[config.mk]
export PLATFORM = sky130hd
export DESIGN_NAME = i2c_master_flat
export DESIGN_NICKNAME = d
export VERILOG_FILES = /design/src/rtl/i2c_master_if.sv /design/src/rtl/i2c_master.sv /design/src/flat_wrapper.sv
export SDC_FILE = /design/constraint.sdc
export NUM_CORES = 1
export LEC_CHECK = 0
export ABC_AREA = 1
export CORE_AREA = 2 2 79 81
export DETAILED_ROUTE_END_ITERATION = 10
export DIE_AREA = 0 0 81 83
export GPL_TIMING_DRIVEN = 0
export PLACE_DENSITY_LB_ADDON = 0.2
export SYNTH_ARGS = -nofsm -noshare
export SYNTH_HDL_FRONTEND = slang
export SYNTH_SLANG_ARGS = --single-unit
[constraint.sdc]
create_clock -name clock -period 1.65 [get_ports clock]
set_input_delay 0.165 -clock clock [delete_from_list [all_inputs] [get_ports clock]]
set_output_delay 0.165 -clock clock [all_outputs]
set_load 0.01 [all_outputs]
[src/rtl/i2c_master_if.sv]
`timescale 1ns/1ps
// i2c_master_if: host handshake and open-drain SCL/SDA pair of the I2C master.
// The master modport is the controller's view of the bundle.
// The slave modport is the view of the host and bus model that sit on the far side.
interface i2c_master_if;
    logic       enable;
    logic       start;
    logic [6:0] address;
    logic       read_write_flag;
    logic [7:0] byte_count;
    logic [7:0] data_write;
    logic       data_load;
    logic [7:0] data_read;
    logic       data_valid;
    logic       busy;
    logic       done;
    logic       error;
    logic       scl_in;
    logic       scl_out;
    logic       sda_in;
    logic       sda_out;

    modport master (
        input  enable, start, address, read_write_flag, byte_count, data_write,
        input  scl_in, sda_in,
        output data_load, data_read, data_valid, busy, done, error,
        output scl_out, sda_out
    );

    modport slave (
        output enable, start, address, read_write_flag, byte_count, data_write,
        output scl_in, sda_in,
        input  data_load, data_read, data_valid, busy, done, error,
        input  scl_out, sda_out
    );
endinterface

[src/rtl/i2c_master.sv]
`timescale 1ns/1ps
// i2c_master: single-master I2C controller (START, addr/RW byte, data bytes, STOP) on open-drain SCL/SDA.
// Latency: busy and SDA low one clock after an accepted start; one bit per CLK_DIV clocks, 9 bits per byte.
// Backpressure: start ignored while busy or during done; I2C_MASTER_CLOCK_STRETCH_EN lets a slave hold SCL low.
module i2c_master #(
    parameter int CLK_DIV = 8
) (
    input  logic         clock,
    input  logic         reset,
    i2c_master_if.master ifc
);
    // Phase counter holds clocks elapsed since the SCL falling edge of the current bit.
    localparam int CW = $clog2(CLK_DIV + 1);
    localparam logic [CW-1:0] C_QTR  = CW'(CLK_DIV / 4);
    localparam logic [CW-1:0] C_HALF = CW'(CLK_DIV / 2);
    localparam logic [CW-1:0] C_SMP  = CW'(CLK_DIV / 2 + CLK_DIV / 4);
    localparam logic [CW-1:0] C_FULL = CW'(CLK_DIV);

    typedef enum logic [3:0] {
        IDLE,
        START,
        ADDR,
        ADDR_ACK,
        WRITE,
        WRITE_ACK,
        READ,
        READ_ACK,
        STOP,
        BUS_FREE
    } state_t;

    state_t        state_q;
    logic [CW-1:0] cnt_q;
    logic [2:0]    bit_q;
    logic [7:0]    sh_q;
    logic [7:0]    rem_q;
    logic          rw_q;
    logic          nack_q;
    logic          scl_q;
    logic          sda_q;
    logic          busy_q;
    logic          done_q;
    logic          error_q;
    logic          load_q;
    logic          valid_q;
    logic [7:0]    rd_q;

    logic          in_bit_d;
    logic          hold_d;
    logic [CW-1:0] cnt_inc_d;
    logic          drv_d;
    logic          high_d;
    logic          smp_d;
    logic          end_d;

    assign ifc.scl_out    = scl_q;
    assign ifc.sda_out    = sda_q;
    assign ifc.busy       = busy_q;
    assign ifc.done       = done_q;
    assign ifc.error      = error_q;
    assign ifc.data_load  = load_q;
    assign ifc.data_valid = valid_q;
    assign ifc.data_read  = rd_q;

`ifndef I2C_MASTER_CLOCK_STRETCH_EN
    // Without stretching the bus SCL level plays no part in timing.
    logic unused_scl_in;
    assign unused_scl_in = ifc.scl_in;
`endif

    // Bit-cell timing strobes: SDA drive, SCL rise, SDA sample and bit end.
    always_comb begin
        in_bit_d = (state_q == ADDR)  || (state_q == ADDR_ACK) ||
                   (state_q == WRITE) || (state_q == WRITE_ACK) ||
                   (state_q == READ)  || (state_q == READ_ACK);
        hold_d   = 1'b0;
`ifdef I2C_MASTER_CLOCK_STRETCH_EN
        // A slave holding SCL low while we release it freezes the high phase.
        hold_d   = scl_q && !ifc.scl_in && (in_bit_d || (state_q == STOP)) && (cnt_q >= C_HALF);
`endif
        cnt_inc_d = hold_d ? cnt_q : cnt_q + CW'(1);
        drv_d     = !hold_d && (cnt_inc_d == C_QTR);
        high_d    = !hold_d && (cnt_inc_d == C_HALF);
        smp_d     = !hold_d && (cnt_inc_d == C_SMP);
        end_d     = !hold_d && (cnt_inc_d == C_FULL);
    end

    // Transaction sequencer: line drive, shifting, byte accounting and host strobes.
    always_ff @(posedge clock) begin
        if (reset) begin
            state_q <= IDLE;
            cnt_q   <= '0;
            bit_q   <= '0;
            sh_q    <= '0;
            rem_q   <= '0;
            rw_q    <= 1'b0;
            nack_q  <= 1'b0;
            scl_q   <= 1'b1;
            sda_q   <= 1'b1;
            busy_q  <= 1'b0;
            done_q  <= 1'b0;
            error_q <= 1'b0;
            load_q  <= 1'b0;
            valid_q <= 1'b0;
            rd_q    <= '0;
        end else begin
            done_q  <= 1'b0;
            load_q  <= 1'b0;
            valid_q <= 1'b0;

            // SCL waveform shared by every address, data and acknowledge bit.
            if (in_bit_d) begin
                cnt_q <= cnt_inc_d;
                if (high_d) scl_q <= 1'b1;
                if (end_d) begin
                    scl_q <= 1'b0;
                    cnt_q <= '0;
                end
            end

            case (state_q)
                IDLE: begin
                    cnt_q <= '0;
                    // The done cycle is excluded so a request cannot ride on the tail of the last one.
                    if (ifc.enable && ifc.start && !done_q) begin
                        sh_q    <= {ifc.address, ifc.read_write_flag};
                        rw_q    <= ifc.read_write_flag;
                        rem_q   <= ifc.byte_count;
                        error_q <= 1'b0;
                        busy_q  <= 1'b1;
                        sda_q   <= 1'b0;
                        bit_q   <= '0;
                        state_q <= START;
                    end
                end

                START: begin
                    cnt_q <= cnt_inc_d;
                    if (cnt_inc_d == C_HALF) begin
                        scl_q   <= 1'b0;
                        cnt_q   <= '0;
                        bit_q   <= '0;
                        state_q <= ADDR;
                    end
                end

                ADDR: begin
                    if (drv_d) sda_q <= sh_q[7];
                    if (end_d) begin
                        sh_q  <= {sh_q[6:0], 1'b0};
                        bit_q <= bit_q + 3'd1;
                        if (bit_q == 3'd7) state_q <= ADDR_ACK;
                    end
                end

                ADDR_ACK: begin
                    if (drv_d) sda_q <= 1'b1;
                    if (smp_d) nack_q <= ifc.sda_in;
                    if (end_d) begin
                        if (nack_q) begin
                            error_q <= 1'b1;
                            state_q <= STOP;
                        end else if (rem_q == 8'd0) begin
                            state_q <= STOP;
                        end else if (rw_q) begin
                            state_q <= READ;
                        end else begin
                            sh_q    <= ifc.data_write;
                            load_q  <= 1'b1;
                            state_q <= WRITE;
                        end
                    end
                end

                WRITE: begin
                    if (drv_d) sda_q <= sh_q[7];
                    if (end_d) begin
                        sh_q  <= {sh_q[6:0], 1'b0};
                        bit_q <= bit_q + 3'd1;
                        if (bit_q == 3'd7) state_q <= WRITE_ACK;
                    end
                end

                WRITE_ACK: begin
                    if (drv_d) sda_q <= 1'b1;
                    if (smp_d) nack_q <= ifc.sda_in;
                    if (end_d) begin
                        if (nack_q) begin
                            error_q <= 1'b1;
                            state_q <= STOP;
                        end else begin
                            rem_q <= rem_q - 8'd1;
                            if (rem_q == 8'd1) begin
                                state_q <= STOP;
                            end else begin
                                sh_q    <= ifc.data_write;
                                load_q  <= 1'b1;
                                state_q <= WRITE;
                            end
                        end
                    end
                end

                READ: begin
                    if (drv_d) sda_q <= 1'b1;
                    if (smp_d) begin
                        sh_q <= {sh_q[6:0], ifc.sda_in};
                        if (bit_q == 3'd7) begin
                            rd_q    <= {sh_q[6:0], ifc.sda_in};
                            valid_q <= 1'b1;
                        end
                    end
                    if (end_d) begin
                        bit_q <= bit_q + 3'd1;
                        if (bit_q == 3'd7) begin
                            rem_q   <= rem_q - 8'd1;
                            state_q <= READ_ACK;
                        end
                    end
                end

                READ_ACK: begin
                    // NACK the final byte so the slave lets go of SDA before STOP.
                    if (drv_d) sda_q <= (rem_q == 8'd0);
                    if (end_d) state_q <= (rem_q == 8'd0) ? STOP : READ;
                end

                STOP: begin
                    cnt_q <= cnt_inc_d;
                    if (drv_d)  sda_q <= 1'b0;
                    if (high_d) scl_q <= 1'b1;
                    if (end_d) begin
                        sda_q   <= 1'b1;
                        cnt_q   <= '0;
                        state_q <= BUS_FREE;
                    end
                end

                BUS_FREE: begin
                    cnt_q <= cnt_inc_d;
                    if (cnt_inc_d == C_HALF) begin
                        done_q  <= 1'b1;
                        busy_q  <= 1'b0;
                        cnt_q   <= '0;
                        state_q <= IDLE;
                    end
                end

                default: state_q <= IDLE;
            endcase
        end
    end
endmodule

[src/flat_wrapper.sv]
// flat-port wrapper written by rule: the top's interface ports become plain ports
module i2c_master_flat 
#(
    parameter int CLK_DIV = 8
)
  (clock, reset, ifc_enable, ifc_start, ifc_address, ifc_read_write_flag, ifc_byte_count, ifc_data_write, ifc_scl_in, ifc_sda_in, ifc_data_load, ifc_data_read, ifc_data_valid, ifc_busy, ifc_done, ifc_error, ifc_scl_out, ifc_sda_out);
  i2c_master_if ifc_i ();
  input  logic clock;
  input  logic reset;
  input wire logic [$bits(ifc_i.enable)-1:0] ifc_enable;
  input wire logic [$bits(ifc_i.start)-1:0] ifc_start;
  input wire logic [$bits(ifc_i.address)-1:0] ifc_address;
  input wire logic [$bits(ifc_i.read_write_flag)-1:0] ifc_read_write_flag;
  input wire logic [$bits(ifc_i.byte_count)-1:0] ifc_byte_count;
  input wire logic [$bits(ifc_i.data_write)-1:0] ifc_data_write;
  input wire logic [$bits(ifc_i.scl_in)-1:0] ifc_scl_in;
  input wire logic [$bits(ifc_i.sda_in)-1:0] ifc_sda_in;
  output wire logic [$bits(ifc_i.data_load)-1:0] ifc_data_load;
  output wire logic [$bits(ifc_i.data_read)-1:0] ifc_data_read;
  output wire logic [$bits(ifc_i.data_valid)-1:0] ifc_data_valid;
  output wire logic [$bits(ifc_i.busy)-1:0] ifc_busy;
  output wire logic [$bits(ifc_i.done)-1:0] ifc_done;
  output wire logic [$bits(ifc_i.error)-1:0] ifc_error;
  output wire logic [$bits(ifc_i.scl_out)-1:0] ifc_scl_out;
  output wire logic [$bits(ifc_i.sda_out)-1:0] ifc_sda_out;
  assign ifc_i.enable = ifc_enable;
  assign ifc_i.start = ifc_start;
  assign ifc_i.address = ifc_address;
  assign ifc_i.read_write_flag = ifc_read_write_flag;
  assign ifc_i.byte_count = ifc_byte_count;
  assign ifc_i.data_write = ifc_data_write;
  assign ifc_i.scl_in = ifc_scl_in;
  assign ifc_i.sda_in = ifc_sda_in;
  assign ifc_data_load = ifc_i.data_load;
  assign ifc_data_read = ifc_i.data_read;
  assign ifc_data_valid = ifc_i.data_valid;
  assign ifc_busy = ifc_i.busy;
  assign ifc_done = ifc_i.done;
  assign ifc_error = ifc_i.error;
  assign ifc_scl_out = ifc_i.scl_out;
  assign ifc_sda_out = ifc_i.sda_out;
  i2c_master #(.CLK_DIV(CLK_DIV)) u_core (.clock(clock), .reset(reset), .ifc(ifc_i));
endmodule
==> summary by stage, run 1 <==
Final layout
After routing the design area is 0.003834 mm2. The synthesis-to-layout area growth is 38.77%. The count of inserted antenna diode cells is 0.

The fraction of layout instances using a drive strength above 1 is 24.65%. At the end of the flow, the number of nets in the layout was 534. The final cell count without fillers is 574.

Logic synthesis
The number of nets produced by synthesis is 461. The mapped netlist covers 0.002763 mm2. The flip-flop and latch count after synthesis is 44. The gate count of the mapped netlist is 425. The library cell with the largest summed area after synthesis is dfxtp_1.

The number of warnings printed during yosys synthesis is 0. The sequential fraction of the synthesis area is 31.88%. Yosys mapped the design onto 37 distinct sky130hd cell types. The synthesized area divided by synthesized cell count is 6.500 um2. In the post-synthesis netlist, the biggest area contributors are dfxtp_1, nand2_1, nor2_1. The top cell type by area accounts for 31.88% of the synthesized area.

Pwr
In this run, the clock network consumes 13.7% of the power. The leakage power is 1.724 nW. Dividing total power by cell area gives a power density of 1670 mW/mm2. The fraction of power consumed by combinational cells is 61.4%.

The part of the power in registers is 25.0%. Summed over all nets, the switching power comes to 3.024 mW. The power consumption is 6.403 mW. The switching part of the total power is 47.23%. The internal power contribution is 3.379 mW.

VDD sags by at most 0.7997 mV.

CTS
Clock-pin slew was measured on the worst setup and hold paths at 0.09 ns. No sink is reached through more buffers than the 2 on the longest clock path. The clock sink count is 44. The cell sitting at the root of the clock tree is a clkbuf_8. For this design, the CTS-stage hold fixing added 0 buffers. The total number of H-tree levels is 2.

The clock reaches the later pin of the worst-skew pair after 0.31 ns. The TritonCTS clock tree is done. The total clock buffers created by CTS is 5.

Hold path
The class of the most critical hold timing path is primary input to flip-flop.

Critical path
STA classifies the critical path endpoint as a flip-flop. The worst setup path is of the flip-flop to flip-flop kind. The largest driver fanout on the critical path is 8. The startpoint type of the worst setup path is a flip-flop. The data required time of the critical path is 1.91 ns. Data on the critical path arrives at its endpoint at 1.96 ns.

Global routing
The number of global-route vias before repair is 2,718. The number of antenna violations at the first check in global routing is 0. The overall overflow remaining after global route is 0. The global-route total usage across every layer is 22.84%. The pin count of the biggest net entering global routing is 16. The first global-routing pass estimated 12.31 mm of wire.

Place
Summing all placed instances gives a cell area of 0.003299 mm2. The cell count after placement is 543. During placement, the flow inserted port buffers numbering 43.

The detailed placement HPWL is 5.347 mm. The final RePlAce weighted congestion is 0.9797.

Timing
The worst path in the final design needs a cycle of 1.706 ns, including I/O delays and setup. The setup skew after layout is 0.006578 ns. Derived from the worst setup path, the maximum achievable clock frequency is 586.2 MHz.

The slew at the pin closest to its max-slew limit is 0.4384 ns. The final critical-path setup slack is -0.05589 ns. Setup repair after global routing could not meet its margin everywhere. The final critical path takes up 103.4% of the cycle. The count of final hold-check violations is 0. The count of final max-slew check failures is 0. The number of failing setup endpoints in the final timing report is 14.

Setup total negative slack on the finished layout was measured at -0.3323 ns. In this run the tightest slew margin relative to its limit is 70.77%.

Routing
The antenna violation net count after detailed routing is 0. The DRC violation count after routing is 0. The final layout contains routed wiring with a total length of 7.991 mm. The via count is 3,045. The detailed-routing iteration count for the pre-antenna-repair pass is 5.

The number of DRC markers in iteration 0 is 280. Using the TritonRoute via totals, the vias-per-cell ratio works out to 5.305. The average wire per cell in the routed design is 13.92 um.

Floorplan
The die extent in y is 83 um. The initial core utilization is 47.50%. The boundary pin count is 45. The core region is 0.005816 mm2. The number of core rows is 28.

The die covers 0.006723 mm2. The floorplan step set the die width to 81 um.

Run status
The checks that failed: negative setup slack. The run finished, with violations left.

Flow run
Max-cap violations in this run came to 0.
-- synth_stat cells --
master	n
buf_1	1
nor3b_1	1
nor2_1	74
nor3_1	3
nand4_1	4
a21oi_1	33
o21ai_0	31
o21ai_4	1
nor2_4	3
inv_6	1
a21oi_2	2
o22ai_1	2
inv_2	9
nand3_2	4
buf_6	3
a31oi_1	1
o21bai_1	1
buf_2	4
dfxtp_1	44
o31ai_1	1
nand2_1	93
nor2_2	7
nand3b_1	1
nor4_1	2
ha_1	6
nand3_1	29
xor2_1	1
nor3_4	1
a21oi_4	1
inv_1	43
xnor2_1	1
nand2_4	4
nand2_2	8
o211ai_1	1
clkbuf_1	1
nand3_4	2
a221oi_1	1
-- layer usage --
| layer | part of all wire, % | track usage [%] |
|---|---|---|
| met4 | 2.3 | 7.704 |
| met3 | 5.8 | 5.109 |
| met5 | 0 | 0 |
| met2 | 48 | 35.69 |
| met1 | 44 | 30.83 |
-- path summary, 6_finish.rpt --
| kind | cells past startpoint | endpoint | startpoint | slack, ns |
|---|---|---|---|---|
| hold reg to reg | 2 | u_core.sh_q[4]$_SDFFE_PP0P_ | u_core.sh_q[4]$_SDFFE_PP0P_ | 0.47 |
| setup reg to reg | 10 | u_core.rem_q[2]$_SDFFE_PP0P_ | u_core.cnt_q[0]$_SDFFE_PP0P_ | -0.06 |
| hold / removal | 3 | u_core.rw_q$_SDFFE_PP0P_ | ifc_read_write_flag | 0.45 |
| setup / recovery | 10 | u_core.rem_q[2]$_SDFFE_PP0P_ | u_core.cnt_q[0]$_SDFFE_PP0P_ | -0.06 |
-- repair_timing --
item	in CTS	in global routing
pin swaps	12	22
resized for setup	34	42
setup endpoints to repair	33	34
buffers inserted	9	12
cloned	1	1
-- worst max-delay path: stages (launching register included) --
cell	delay, ns
dfxtp_4	0.39
ha_4	0.16
nand2_4	0.07
inv_4	0.08
nand3_4	0.16
o21ai_4	0.25
nand3_4	0.16
clkbuf_16	0.20
nand2_2	0.05
nand2_1	0.05
nor2_1	0.08
-- kinds of logic after synthesis --
kind of cell,share of synthesized area (%)
and+or+nand+nor,39.95
AOI/OAI and AO/OA,15.22
buffers and inverters,9.601
DFF,31.88
adders and majority gates,2.717
xor gates and xnor gates,0.6342
-- placed cells by master (no fill, tap or decap), types with 3 or more instances in the layout --
master            n
o21ai_0          25
a21oi_1          32
inv_1            38
inv_4             3
nand2_1          86
dfxtp_4           4
nor2_4           11
nand2_2          11
clkdlybuf4s50_1  43
clkbuf_8          5
dfxtp_1          35
nand2_4           8
buf_6             4
inv_2            11
dfxtp_2           5
nor2_2           11
o21ai_1           4
buf_2             4
nand3_1          27
ha_1              4
nand3_2           3
nor2_1           62
nand3_4           5
nand4_1           4
buf_4            20
-- cell type report --
type / count / area, um2
Buffer: 9 / 67.56
Clock buffer: 5 / 68.82
Clock inverter: 3 / 47.55
Fill cell: 520 / 1982
Inverter: 53 / 211.5
Multi-Input combinational cell: 319 / 1817
Sequential cell: 44 / 902.1
Tap cell: 75 / 93.84
Timing Repair Buffer: 66 / 625.6
-- state kept, by name, summed over array words and instances (netlist names) --
signal and cells:
u_core.ifc.data_read 8, u_core.rem_q 8, u_core.sh_q 8, u_core.cnt_q 4, u_core.state_q 4, u_core.bit_q 3
u_core.ifc.busy 1, u_core.ifc.data_load 1, u_core.ifc.data_valid 1, u_core.ifc.done 1, u_core.ifc.error 1, u_core.ifc.scl_out 1
u_core.ifc.sda_out 1, u_core.nack_q 1, u_core.rw_q 1
-- through the flow --
stage               hold WS [ns]  setup WS (ns)  utilization (%)
finish                    0.4540       -0.05589            65.92
global route              0.4768        -0.1333            65.92
CTS                       0.4427      -0.007257            62.05
detailed placement        0.4566        -0.2775            56.73
global placement          0.4518        -0.2499            56.73
floorplan                 0.3136        0.01519                -
-- power by group through the flow --
stage | Combinational, mW | Sequential (mW) | Clock [mW]
finish | 3.93 | 1.60 | 0.876
global route | 4.37 | 1.63 | 0.947
CTS | 3.48 | 1.57 | 0.895
detailed placement | 3.16 | 1.57 | 0
global placement | 3.10 | 1.56 | 0
floorplan | 2.48 | 1.53 | 0
Power figures use the tool's default switching activity.
==> run 2, diff against run 1 <==
==> constraint.sdc (replaced) <==
create_clock -name clock -period 1.65 [get_ports clock]
set_input_delay 0.33 -clock clock [delete_from_list [all_inputs] [get_ports clock]]
set_output_delay 0.33 -clock clock [all_outputs]
set_load 0.01 [all_outputs]
==> run 2 against run 1 <==
The flow still finishes with violations (negative setup slack). Non-clock buffer count fell by 1. Cell count fell by 0.17%. Cell area fell by 0.46%. Fmax rose by 1.6%. Die area did not move. Clock-buffer cell count did not move. Sequential share of layout area rose by 0.11 points. First-iteration DRC count fell by 14%. Via count fell by 0.39%. Critical path depth rose by 2. Wire length rose by 0.99%. Core utilization fell by 0.30 points.
==> summary by stage, run 2 (same netlist as run 1, synthesis figures left out) <==
Critical path
The capturing element type of the critical path is a flip-flop. For the worst setup path, the data arrival time is 1.88 ns. Among all stages on the critical path, the largest delay is contributed by dfxtp_1. The kind of critical path is flip-flop to flip-flop. The startpoint of the worst register-to-register path is u_core.state_q[1]$_SDFFE_PP0P_. Tracing the worst setup path back leads to its startpoint at u_core.state_q[1]$_SDFFE_PP0P_. Along the worst path, the maximum fanout reaches 10. The worst setup path is launched from a flip-flop. For this run, the slowest stage of the critical path takes 0.32 ns. STA puts the critical path data required time at 1.85 ns. The flop-to-flop setup slack is -0.03 ns. The capturing instance or port of the critical path is u_core.rem_q[7]$_SDFFE_PP0P_.

The worst register-to-register path has a depth of 12. The capture point of the worst reg-to-reg path is u_core.rem_q[7]$_SDFFE_PP0P_. The signal on the critical path passes through buf_6, inv_4, nand2_2, inv_2, nand2_4, nand2_4, inv_2, a21oi_4, nand3_4, buf_6, nor2_1, nor2_1.

Place
Once placement finished, the instance area stood at 0.003299 mm2. At the end of routability-driven placement, the weighted congestion stood at 0.9797. The wire-length estimate of the detail-placed layout is 5.347 mm. The cell count after placement is 543. The number of buffers inserted by port buffering is 43.

Timing
Setup repair after global routing could not meet its margin everywhere. The headroom to the max-slew limit is 68.21%. The count of final hold-check violations came to 0. For this run, the top clock speed supported by timing is 595.3 MHz. The number of failing setup endpoints in the final timing report is 4. The count of final max-slew check failures is 0. In the post-route analysis, the smallest setup slack over all paths is -0.02984 ns. The minimum clock period after layout is 1.680 ns. For the pin with the worst max-slew slack, the measured transition is 0.4769 ns.

The fraction of the cycle the final worst path needs is 101.8%. The setup skew after layout is 0.005729 ns.

CTS
The number of clock buffers added by TritonCTS is 5. The CTS root buffer is clkbuf_8. At the later pin of the worst-skew pair, clock insertion delay measures 0.31 ns.

Clock-pin slew was measured on the worst setup and hold paths at 0.09 ns. CTS saw 44 sinks. The H-tree was split into 2 levels. The TritonCTS clock tree is done. Counting along the longest clock path gives a buffer depth of 2.

Routing
The via count is 3,033. In this run the remaining antenna-violating nets after routing total 0. The detailed-routing iteration count for the pre-antenna-repair pass is 4.

After the first detailed-routing iteration, the DRC count stood at 242. In the routed design, unresolved DRC markers number 0. The final routed wirelength across all metal layers is 8.070 mm. In the final routed layout, each cell accounts on average for 14.08 um. Using the TritonRoute via totals, the vias-per-cell ratio works out to 5.293.

Global routing
The number of antenna violations at the first check in global routing came to 0. The number of global-route vias before repair was 2,712. Summed over all layers, the global routing overflow is 0. The first global-routing pass estimated 12.37 mm of wire. Global routing used 22.98% of the available tracks. The pin count of the biggest net entering global routing is 16.

Hold path
The tightest min-delay check is of the flip-flop to flip-flop type.

Pwr
The power density of the placed cells is 1659 mW/mm2. For this design the static power due to leakage is 1.711 nW. The peak supply drop is 0.6436 mV.

Final layout
The most common cell after layout, fill and taps aside is nand2_1. The finished layout holds 573 standard cells, fillers aside. The repair_antennas step left the layout with diodes totalling 0. The post-route netlist has 24.30% of its cells at a drive strength greater than 1.

The finished cells cover 0.003816 mm2. The post-layout net count is 533. Compared with the post-synthesis result, the final layout area differs by 38.13%.

In the layout the commonest cells are nand2_1, nor2_1, clkdlybuf4s50_1, inv_1, dfxtp_1.

Floorplan
The die covers 0.006723 mm2. 45 I/O pins were placed. The number of core rows is 28.

The floorplan step defined a core boundary enclosing 0.005816 mm2. Once the floorplan was initialized, standard cells occupied 47.50% of the core. The die extent in y is 83 um.

The floorplan step set the die width to 81 um.

Flow run
The max-cap violation count is 0.

Run status
The final reports fail on negative setup slack. The flow ran to the end, but the final reports show violations.
run 2: how the worst min path moves through the flow:
stage                                           endpoint                    startpoint  cells after the start
detailed placement  u_core.ifc.data_read[5]$_SDFFE_PP0P_   u_core.sh_q[4]$_SDFFE_PP0P_                      2
CTS                 u_core.ifc.data_read[5]$_SDFFE_PP0P_   u_core.sh_q[4]$_SDFFE_PP0P_                      2
global placement            u_core.bit_q[1]$_SDFFE_PP0P_  u_core.bit_q[1]$_SDFFE_PP0P_                      2
floorplan           u_core.ifc.data_read[7]$_SDFFE_PP0P_   u_core.sh_q[6]$_SDFFE_PP0P_                      2
finish              u_core.ifc.data_read[5]$_SDFFE_PP0P_   u_core.sh_q[4]$_SDFFE_PP0P_                      2
global route        u_core.ifc.data_read[5]$_SDFFE_PP0P_   u_core.sh_q[4]$_SDFFE_PP0P_                      2
run 2: critical path, delay by kind of cell, from the launching register on:
kind	cells	cell delay, ns
AND/OR/NAND/NOR	6	0.54
AO/OA/AOI/OAI	1	0.15
flip-flops	1	0.32
buffers and inverters	5	0.56
run 2: timing repair:
item                       in CTS  in global routing
setup buffers                   9                 12
gates cloned                    1                  0
setup endpoints to repair      33                 34
pin swaps                      12                 23
hold buffers                    0                  0
gates resized for setup        35                 37
run 2: layout make-up:
type | instances | area [um2]
fillers | 531 | 1999
multi-input cells | 319 | 1829
clock buffers | 5 | 68.82
repair buffers | 65 | 596.8
clock inverters | 3 | 47.55
inverters | 53 | 214.0
well taps | 75 | 93.84
plain buffers | 9 | 63.81
flip-flops and latches | 44 | 902.1
run 2: power by group:
part,internal (mW),switching (mW)
clock,0.457,0.412
combinational,1.48,2.38
sequential,1.36,0.239
run 2: through the flow:
stage / setup slack, ns / setup TNS [ns] / utilization [%] / hold slack (ns) / power (mW)
CTS: -0.007257 / -0.01848 / 62.09 / 0.4741 / 5.952
finish: -0.02984 / -0.08438 / 65.62 / 0.4680 / 6.330
global route: -0.1341 / -1.920 / 65.62 / 0.4892 / 6.856
floorplan: 0.01519 / 0 / - / 0.4389 / 4.009
detailed placement: -0.2858 / -6.229 / 56.73 / 0.4566 / 4.724
global placement: -0.2579 / -4.962 / 56.73 / 0.4518 / 4.667
run 2: per-layer routing:
| metal | vias to the layer above | GRT usage [%] | wire length [um] |
|---|---|---|---|
| met5 | - | 0 | 0 |
| met4 | 0 | 7.396 | 184 |
| met3 | 28 | 5.435 | 496 |
| met2 | 128 | 36.36 | 3929 |
| met1 | 1365 | 30.56 | 3460 |
| li1 | 1512 | - | - |
==> run 3, diff against run 2 <==
- REMOVE_ABC_BUFFERS: not set -> 1
==> run 3 against run 2 <==
The run still ends with negative setup slack left. Critical path depth did not move. Sequential power barely moved. Global-route usage is 1.9 points higher. Fmax down 2.6%. Clock skew increased by 0.0033 ns. Power rose by 2.1%. Hold slack improved by 0.0071 ns. First-iteration DRC count down 1.2%. Register-to-register slack got worse by 0.05 ns. Clock power about the same. Core utilization up 2.3 points. Critical path type unchanged. Largest power group unchanged. Highest routed layer unchanged.
==> summary by stage, run 3 (same netlist as run 1, synthesis figures left out) <==
Timing
The slew at the pin closest to its max-slew limit is 0.7051 ns. The count of final max-slew check failures is 0. The final critical path takes up 104.5% of the cycle. Setup repair after global routing could not meet its margin everywhere. Headroom to the max-slew limit came out at 52.91%. The count of final hold-check violations came to 0. The minimum clock period after layout is 1.725 ns. Hold is met by 0.4752 ns. Setup violations remaining at the end of the flow were counted as 16. The setup skew after layout is 0.009056 ns.

The final critical-path setup slack is -0.07496 ns. The timing-limited maximum frequency is 579.7 MHz.

Critical path
Data on the critical path is required at its endpoint by 1.90 ns. In this design, the critical path's most frequently occurring cell is nand2_2. On the worst path, the slowest cell contributes a delay of 0.41 ns. Counting cells, the worst reg-to-reg path comes to 12. Setup slack on the worst reg-to-reg path comes out at -0.07 ns. The capturing element type of the critical path is a flip-flop.

In this run the worst path has a maximum fanout of 5. The worst setup path is launched from a flip-flop. The master of the slowest instance on the critical path is dfxtp_4.

The kind of critical path is flip-flop to flip-flop. The signal arrival time at the worst endpoint is 1.98 ns. The signal on the critical path passes through inv_4, nand2_4, inv_6, nand2_1, nand2_2, a21oi_2, nand2_1, nor2_2, nand2_4, nand2_2, nand2_2, nor2_2.

Routing
Once detail routing completed, the nets flagged for antenna violations numbered 0. Detailed routing inserted a total of 3,122 vias. The final routed wirelength across all metal layers is 8.504 mm.

The first detailed-routing pass took 5 iterations. The DRC violation count after routing is 0. After detailed routing, the number of vias per cell comes to 5.420.

The number of DRC markers in iteration 0 is 239. The average wire per cell in the routed design is 14.76 um.

Run status
The run finished, with violations left. The final reports fail on negative setup slack.

Pwr
The leakage power is 1.746 nW. The peak supply drop is 0.8435 mV. The power density of the placed cells is 1636 mW/mm2.

CTS
The total clock buffers created by CTS is 5. The tree is rooted in a clkbuf_8. The clock-pin transition on the worst setup and hold timing paths is 0.09 ns. The tree built by TritonCTS fans out to 44 sinks. For the worst-skew pair, the clock arrives at the later sink with an insertion delay of 0.31 ns. Hold repair after CTS inserted 0 buffers. In this run the deepest clock path goes through 2 buffers. The total number of H-tree levels is 2. The TritonCTS clock tree is done.

Final layout
In the final layout, the share of cells above drive strength 1 is 28.74%. Cells fill 67.96% of the core in the end. 0 antenna diodes ended up in the layout. Leaving out fill and tap cells, the most frequent cell in the layout is nand2_1. Leaving out filler cells and counting taps, the final layout contains 576. The top cell types in the final layout, fill and taps aside, are nand2_1, nor2_1, clkdlybuf4s50_1, inv_1, dfxtp_1.

The post-layout net count is 536. The synthesis-to-layout area growth is 43.07%.

Global routing
The first-pass GRT wire length is 13.28 mm. The total overflow left after global routing is 0. The number of antenna violations at the first check in global routing is 0.

Entering global routing, the biggest net connects 18 pins. The number of global-route vias before repair is 2,910. Across every metal layer, demand over resource in global routing totals 24.87%.

Floorplan
The floorplan step defined a core boundary enclosing 0.005816 mm2. The die width is 81 um. 45 I/O pins were placed. The die extent in y is 83 um. The die outline area is 0.006723 mm2.

Once the floorplan was initialized, standard cells occupied 47.50% of the core. The number of core rows is 28.

Place
The count of buffers added on input and output ports is 43. After legalization and detailed placement, the total HPWL measured 4.810 mm. The congestion estimate from routability-driven global placement came to 0.9232.

Counting tap cells, the placed design contains a total of 534 instances.

Hold path
The cell depth of the worst hold path is 2. The class of the most critical hold timing path is flip-flop to flip-flop.

Flow run
The max-cap violation count is 0.
==> run 3: worst paths after layout <==
kind | startpoint | end
min | u_core.sh_q[0]$_SDFFE_PP0P_ | u_core.ifc.data_read[1]$_SDFFE_PP0P_
max reg2reg | u_core.state_q[3]$_SDFFE_PP0P_ | u_core.state_q[1]$_SDFFE_PP0P_
max | u_core.state_q[3]$_SDFFE_PP0P_ | u_core.state_q[1]$_SDFFE_PP0P_
min reg2reg | u_core.sh_q[0]$_SDFFE_PP0P_ | u_core.ifc.data_read[1]$_SDFFE_PP0P_
==> run 3: what timing repair did <==
item | 4_1_cts | 5_1_grt
buffers inserted | 18 | 14
pin swaps | 12 | 39
cloned | 3 | 0
setup endpoints to repair | 42 | 40
resized for setup | 42 | 66
==> run 3: final cells by class <==
type / instances / area (um2)
Tap cell: 75 / 93.84
Timing Repair inverter: 1 / 7.507
Clock buffer: 5 / 68.82
Sequential cell: 44 / 904.6
Fill cell: 490 / 1863
Inverter: 53 / 222.7
Clock inverter: 3 / 42.54
Timing Repair Buffer: 75 / 709.4
Multi-Input combinational cell: 320 / 1903
==> run 3: report_power, final <==
part           switching (mW)  internal (mW)
sequential              0.264           1.36
combinational            2.50           1.47
clock                   0.420          0.449
total                    3.18           3.28
==> run 3: critical path: cells and delay by family, from the launching register on <==
family,cells,cell delay [ns]
AOI/OAI and AO/OA,1,0.20
buffers and inverters,2,0.12
and+or+nand+nor,9,0.92
DFF,1,0.41
==> run 3: stage by stage <==
| step | total power, mW | setup TNS, ns | setup WS [ns] | instance area [um2] |
|---|---|---|---|---|
| final | 6.465 | -0.6430 | -0.07496 | 3953 |
| after global routing | 6.993 | -2.173 | -0.1300 | 3953 |
| after CTS | 5.833 | -0.1646 | -0.03637 | 3672 |
| after detailed placement | 4.584 | -20.06 | -0.7708 | 3226 |
| after global placement | 4.534 | -18.64 | -0.7062 | 3226 |
| after floorplan | 3.913 | -0.2900 | -0.02613 | 2701 |
==> run 3: per-layer routing <==
layer / global-route usage [%] / vias up / wire length [um]
met1: 30.98 / 1409 / 3478
met4: 12.33 / 0 / 355
met5: 0 / - / 0
li1: - / 1516 / -
met3: 5.652 / 37 / 573
met2: 39.74 / 160 / 4097
